## src/rtl/fifo_stream_reader.sv

```systemverilog
// fifo_stream_reader
// Pulls words out of a synchronous FIFO read port (one-cycle read latency)
// and presents them as a valid/ready stream. A two-entry skid buffer plus
// an in-flight flag lets it pop every cycle while downstream keeps up.
// Popping stops only when every word already owed could not be absorbed.
// Also counts the words delivered downstream.

module fifo_stream_reader #(
    parameter int DWIDTH   = 8,
    parameter int CNTWIDTH = 16
) (
    input  logic                rclk,
    input  logic                reset_L,
    input  logic                empty,
    output logic                pop,
    input  logic [DWIDTH-1:0]   rdata,
    input  logic                flush,
    output logic                m_valid,
    input  logic                m_ready,
    output logic [DWIDTH-1:0]   m_data,
    output logic [CNTWIDTH-1:0] rd_count
);

    // occ counts buffered words (0..2); inf marks a word arriving on rdata
    // this cycle. occ + inf never exceeds 2, because pop is only raised when
    // the next-cycle total stays below 2.
    logic [1:0]        occ;
    logic              inf;
    logic [DWIDTH-1:0] head;
    logic [DWIDTH-1:0] tail;

    logic              xfer;
    logic              capture;
    logic [1:0]        occ_next;
    logic [1:0]        slot;

    assign m_valid  = (occ != 2'd0);
    assign m_data   = head;
    assign xfer     = m_valid && m_ready;
    assign capture  = inf && !flush;
    // Words that will be held once this cycle's capture and transfer land.
    assign occ_next = occ + {1'b0, inf} - {1'b0, xfer};
    // Buffer position the arriving word lands in, after any shift caused by
    // a transfer. Slot 0 is the head and slot 1 is the tail.
    assign slot     = occ - {1'b0, xfer};
    // A reset in progress must also hold pop low, because the registered
    // state alone would otherwise allow a pop.
    assign pop      = reset_L && !empty && !flush && (occ_next < 2'd2);

    // Buffer occupancy, in-flight tracking and word storage
    always_ff @(posedge rclk or negedge reset_L) begin
        if (!reset_L) begin
            occ  <= 2'd0;
            inf  <= 1'b0;
            head <= '0;
            tail <= '0;
        end else if (flush) begin
            occ  <= 2'd0;
            inf  <= 1'b0;
        end else begin
            inf <= pop;
            occ <= occ_next;
            if (xfer) begin
                head <= tail;
            end
            if (capture) begin
                if (slot == 2'd0) begin
                    head <= rdata;
                end else begin
                    tail <= rdata;
                end
            end
        end
    end

    // Delivered-word counter; it keeps running through flushes
    always_ff @(posedge rclk or negedge reset_L) begin
        if (!reset_L) begin
            rd_count <= '0;
        end else if (xfer) begin
            rd_count <= rd_count + {{(CNTWIDTH-1){1'b0}}, 1'b1};
        end
    end

endmodule
```

## config.mk

```make
export PLATFORM = sky130hd
export DESIGN_NAME = fifo_stream_reader
export DESIGN_NICKNAME = d
export VERILOG_FILES = /design/src/rtl/fifo_stream_reader.sv
export SDC_FILE = /design/constraint.sdc
export NUM_CORES = 1
export LEC_CHECK = 0
export ABC_AREA = 1
export CAP_MARGIN = 10
export CORE_MARGIN = 2
export CORE_UTILIZATION = 55
export DETAILED_ROUTE_END_ITERATION = 12
export DONT_BUFFER_PORTS = 1
export GPL_TIMING_DRIVEN = 0
export PLACE_DENSITY = 0.73
export REMOVE_ABC_BUFFERS = 1
export SYNTH_ARGS = -nofsm -noshare
export SYNTH_HDL_FRONTEND = slang
export SYNTH_SLANG_ARGS = --single-unit
export TNS_END_PERCENT = 10
```

## constraint.sdc

```tcl
create_clock -name rclk -period 2.1 [get_ports rclk]
set_input_delay 0.63 -clock rclk [delete_from_list [all_inputs] [get_ports rclk]]
set_output_delay 0.63 -clock rclk [all_outputs]
set_load 0.03 [all_outputs]
```

* Word-level counts from Yosys, hierarchy flattened *
Cells that the tools add are included.

storage, ports and cells
  register bits = 35
  latch bits = 0
  bits in writable memories = 0
  memory bits (read-only) = 0
  bits of input ports = 13
  output and inout port bits = 26
  word-level logic and storage cells = 27
  memories = 0

operators by class
  add/subtract/negate cells = 4
  multipliers = 0
  div/mod/pow operators = 0
  order comparisons = 1
  equal/unequal tests = 0
  shift operators = 0
  mux-type cells = 5
  bitwise operators = 2
  reduce and logical (&&, ||, !) cells = 10

operators with widths
  operator                                            number
  2-to-1 mux 8 bit                                    3
  adder 16 x 1 -> 16 bit (second input constant)      1
  logical AND 1 bit                                   5
  subtractor 2 x 1 -> 2 bit                           2
  AND reduction 3 bit                                 1
  adder 2 x 1 -> 2 bit                                1
  zero test 1 bit                                     2
  zero test 2 bit                                     1
  less-than comparator 2 bit (second input constant)  1
  2-to-1 mux 2 bit                                    1
  NOT 1 bit                                           2
  nonzero test 2 bit                                  1
  2-to-1 mux 1 bit                                    1

* Logic depth before layout (Yosys ltp) *
  depth in word-level cells = 6
  depth in mapped cells = 9
  depth with buffers taken out = 9

* Least setup slack after synthesis *
Ideal clock, no wire load.

  path type = register to output
  from = register occ[1]
  to = output port pop
  arrival time = 1956 ps
  required time = 1470 ps
  slack = -486 ps
  cell stages (with the launch flop) = 10
  path buffers = 0
  path through = dfrtp_1 -> inv_1 -> nand2_1 -> nand2_1 -> nand2_1 -> nand2_1 -> ha_1 -> xnor2_1 -> xor2_1 -> nor2_1

between the ends
  cells in the longest elaborated chain, start to end = 5
  elaborated cells between the ends (all ways) = 6
  those cells by class = add/sub: 2; order compare: 1; reduce/logical: 3

ends and longest elaborated chain
  item                        RTL line  source
  from (decl)                 27        logic [1:0] occ;
  from (signal assigned)      62        occ <= occ_next;
  nonzero test 2 bit          37        assign m_valid = (occ != 2'd0);
  net m_valid                 18        output logic m_valid,
  logical AND 1 bit           39        assign xfer = m_valid && m_ready;
  subtractor 2 x 1 -> 2 bit   42        assign occ_next = occ + {1'b0, inf} - {1'b0, xfer};
  less-than comparator 2 bit  48        assign pop = reset_L && !empty && !flush && (occ_next < 2'd2);
  logical AND 1 bit           48
  to (decl)                   15        output logic pop,

The timed path passes the listed nets, and every way through them passes these cells.

* Worst setup path in the final report *
  from = register occ[0]
  to = output port pop

The elaborated chain is that of the path after synthesis.

==> out/qor.log <==
[run_status] run status complete, but fails checks
[run_status] failing checks setup timing
[critical_path] Worst Path Class, Setup register to output pin
[logic_synthesis] area of the mapped netlist 0.00190 mm2
[cts] number of buffers on the longest clock path 2
[logic_synthesis] post-synthesis simple-gate area fraction 33.6%
[final_layout] most common library cell in the layout ignoring fill and taps sky130_fd_sc_hd__nand2_1
[floorplanning] Placement Rows 21
[critical_path] Worst EP required 1.47 ns
[critical_path] worst path buffer plus inverter count 1
[final_layout] total inserted antenna cells 0
[grt] maximum number of pins on one net before global-route repair 36
[cts] Num Clock Sinks 35
[placement] number of buffers inserted by port buffering 0
[final_layout] synthesis-to-finish area growth 13.0%
[timing] Clock Skew 0.00703 ns
[placement] setup slack at placement -0.720 ns
[detailed_routing] drt first pass iters 4
[placement] Placed Instances 288
[placement] Final GP Congestion 0.848
[floorplanning] floorplan die area 0.00393 mm2
[timing] highest clock rate 0.400 GHz
[logic_synthesis] Synth async-reset ratio 100%
[critical_path] critical path, cell by cell inv_2 > nand2_4 > nand2_4 > nand2_2 > nand2_2 > ha_4 > xnor2_4 > xor2_2 > nor2_4
[timing] fin. max-slew vios 0
[detailed_routing] post-detailed-route via-to-cell ratio 5.13
[grt] number of global-route vias before repair 1517
[critical_path] Critical Path Max Stage Delay 0.43 ns
[power_and_ir_drop] Leakage Power 1.07 nW
[timing] transition time at the pin with the least slew margin 0.438 ns
[grt] antenna violations before repair 0
[min_path] classification of the worst-slack hold path input pin to asynchronous set/reset pin
[floorplanning] vertical die dimension 62.7 um
[floorplanning] die extent in x 62.7 um
[cts] CTS Root Buffer Type sky130_fd_sc_hd__clkbuf_4
[logic_synthesis] syn avg cell area 7.74 um2
[logic_synthesis] adder and majority cell fraction of the synthesized area 1.32%
[cts] number of H-tree levels 2
[critical_path] category of cells accounting for the largest share of critical-path delay simple AND/OR/NAND/NOR gates
[grt] final global-route overflow total 0
[logic_synthesis] number of synthesized flops with an enable pin 0
[detailed_routing] routed wire length 3.88 mm
[timing] Final period util 119%
[logic_synthesis] xor-xnor portion of the synthesized cell area 4.16%
[floorplanning] standard cell core area 0.00334 mm2
[timing] max_slew headroom 70.8%
[timing] final worst setup slack -0.400 ns
[logic_synthesis] post-synthesis cell count 245
[logic_synthesis] dominant combinational cell family by area after synthesis simple AND/OR/NAND/NOR gates
[grt] global-route wire length before repair 6.60 mm
[timing] Min Clock Period, post-route 2.50 ns
[final_layout] fraction of layout instances using a drive strength above 1 13.9%
[critical_path] internal reg-to-reg setup slack 0.36 ns
[power_and_ir_drop] power per unit of standard cell area 1010 mW/mm2
[final_layout] filler-free cell count of the finished design 305
[logic_synthesis] area share of the leading cell type in the synthesized netlist 46.2%
[detailed_routing] Via Count 1565
[critical_path] nature of the critical path endpoint output pin
[logic_synthesis] Synth area leader sky130_fd_sc_hd__dfrtp_1
[cts] CTS tree yes
[run] number of violations of the max-capacitance limit 0
[placement] DP Wirelength 2.65 mm
[final_layout] number of fill cells 309
[logic_synthesis] synth warn 0
[detailed_routing] per-cell routed wire length 12.7 um
[grt] GRT Total Usage 22.0%
[logic_synthesis] register area share after synthesis 46.2%
[critical_path] Critical Path Source Type register
[timing] count of final hold-check violations 0
[cts] Skew-Pair Late Insertion Delay 0.34 ns
[final_layout] highest-count cells in the layout ignoring fill and taps sky130_fd_sc_hd__nand2_1, sky130_fd_sc_hd__inv_1, sky130_fd_sc_hd__dfrtp_1
[final_layout] post-route core utilization 64.2%
[logic_synthesis] flip-flop and latch count after synthesis 35
[critical_path] Worst EP arrival 1.87 ns
[logic_synthesis] fraction of the mapped netlist area in compound gates 5.08%
[logic_synthesis] Synth cell types 20
[logic_synthesis] share of cell area taken by muxes after synthesis 0%
[timing] RSZ-0062 raised after global routing yes
[detailed_routing] initial detailed-routing violation count 85
[final_layout] final-stage net count 274
[logic_synthesis] cell types occupying the most area after synthesis sky130_fd_sc_hd__dfrtp_1, sky130_fd_sc_hd__nand2_1, sky130_fd_sc_hd__inv_1
[critical_path] cell with the largest stage delay on the worst path sky130_fd_sc_hd__dfrtp_1
[timing] number of setup violations in the final report 1
[power_and_ir_drop] worst vdd rail ir drop 0.000563 V
[floorplanning] count of boundary I/O pins 39
[floorplanning] initial core utilization 56.8%
[critical_path] Worst Path Max Fanout 3
[detailed_routing] number of nets with antenna violations after routing 0
[detailed_routing] post-route DRC violation count 0
[cts] cts bufs inserted 5
[cts] Worst-path clk slew 0.10 ns
[logic_synthesis] main flop type after synthesis sky130_fd_sc_hd__dfrtp_1
registers in the layout, summed over array words and instances, names as in the netlist:
signal / flops
rd_count: 16
occ: 2
tail: 8
m_data: 8
inf: 1
layout make-up:
class,instances,area (um2),area share (%)
inverter,42,158,7.36
clock inverter,1,5.00,0.234
clock buffer,6,51.3,2.39
multi-input combinational,165,908,42.4
tap,46,57.6,2.69
timing repair buffer,10,87.6,4.09
sequential,35,876,40.9
cell families after synthesis:
logic type               Yosys count
flip-flops                        35
AND/OR/NAND/NOR                  141
XOR/XNOR                           9
AO/OA/AOI/OAI                     13
adder cells (fa/ha/maj)            2
buffers and inverters             45
metrics by stage:
stage               power (mW)  hold slack [ns]  instance area, um2  setup TNS, ns
global route              2.33           0.0964                2140         -0.489
floorplan                 1.58            0.334                1870         -0.500
finish                    2.17            0.112                2140         -0.400
global placement          1.66            0.335                1930         -0.678
detailed placement        1.68            0.335                1930         -0.724
CTS                       2.16            0.104                2100         -0.381
layer usage:
metal / wire (um) / up-vias / global-route usage (%)
met5: 0 / - / 0
met4: 86 / 0 / 10.6
met3: 240 / 9 / 9.37
met2: 1920 / 36 / 36.6
met1: 1640 / 734 / 24.2
li1: - / 786 / -
cell usage after synthesis, types with 3 or more instances:
| cell type | count |
|---|---|
| sky130_fd_sc_hd__nand3_1 | 25 |
| sky130_fd_sc_hd__dfrtp_1 | 35 |
| sky130_fd_sc_hd__nand3b_1 | 8 |
| sky130_fd_sc_hd__nand4_1 | 4 |
| sky130_fd_sc_hd__inv_1 | 41 |
| sky130_fd_sc_hd__nand2_1 | 76 |
| sky130_fd_sc_hd__o21a_1 | 8 |
| sky130_fd_sc_hd__o21ai_0 | 4 |
| sky130_fd_sc_hd__nor2_4 | 3 |
| sky130_fd_sc_hd__xnor2_1 | 5 |
| sky130_fd_sc_hd__nor2_1 | 21 |
| sky130_fd_sc_hd__xor2_1 | 4 |
final timing paths:
check                              from           to  depth (start not counted)
worst max register to register   occ[0]       occ[1]                         10
min in group rclk                 flush       occ[0]                          1
worst min register to register  tail[4]      tail[4]                          3
max in group asynchronous       reset_L      tail[5]                          1
worst max-delay path             occ[0]          pop                          9
worst min-delay path            reset_L  rd_count[2]                          1
report_power, final:
part	leakage (nW)	internal (mW)	switching, mW	total (mW)
registers	0.407	0.844	0.344	1.19
clock network	0.0341	0.155	0.216	0.371
logic	0.626	0.272	0.341	0.614
total	1.07	1.27	0.901	2.17
timing repair:
item                                   CTS  global route
hold buffers                             1             0
setup buffers                            7             2
endpoints found under the hold margin   35             0
setup endpoints to repair                1             1
resized for setup                       13             4
pin swaps                                6             7
No activity file was read; power rests on OpenSTA's default activity.
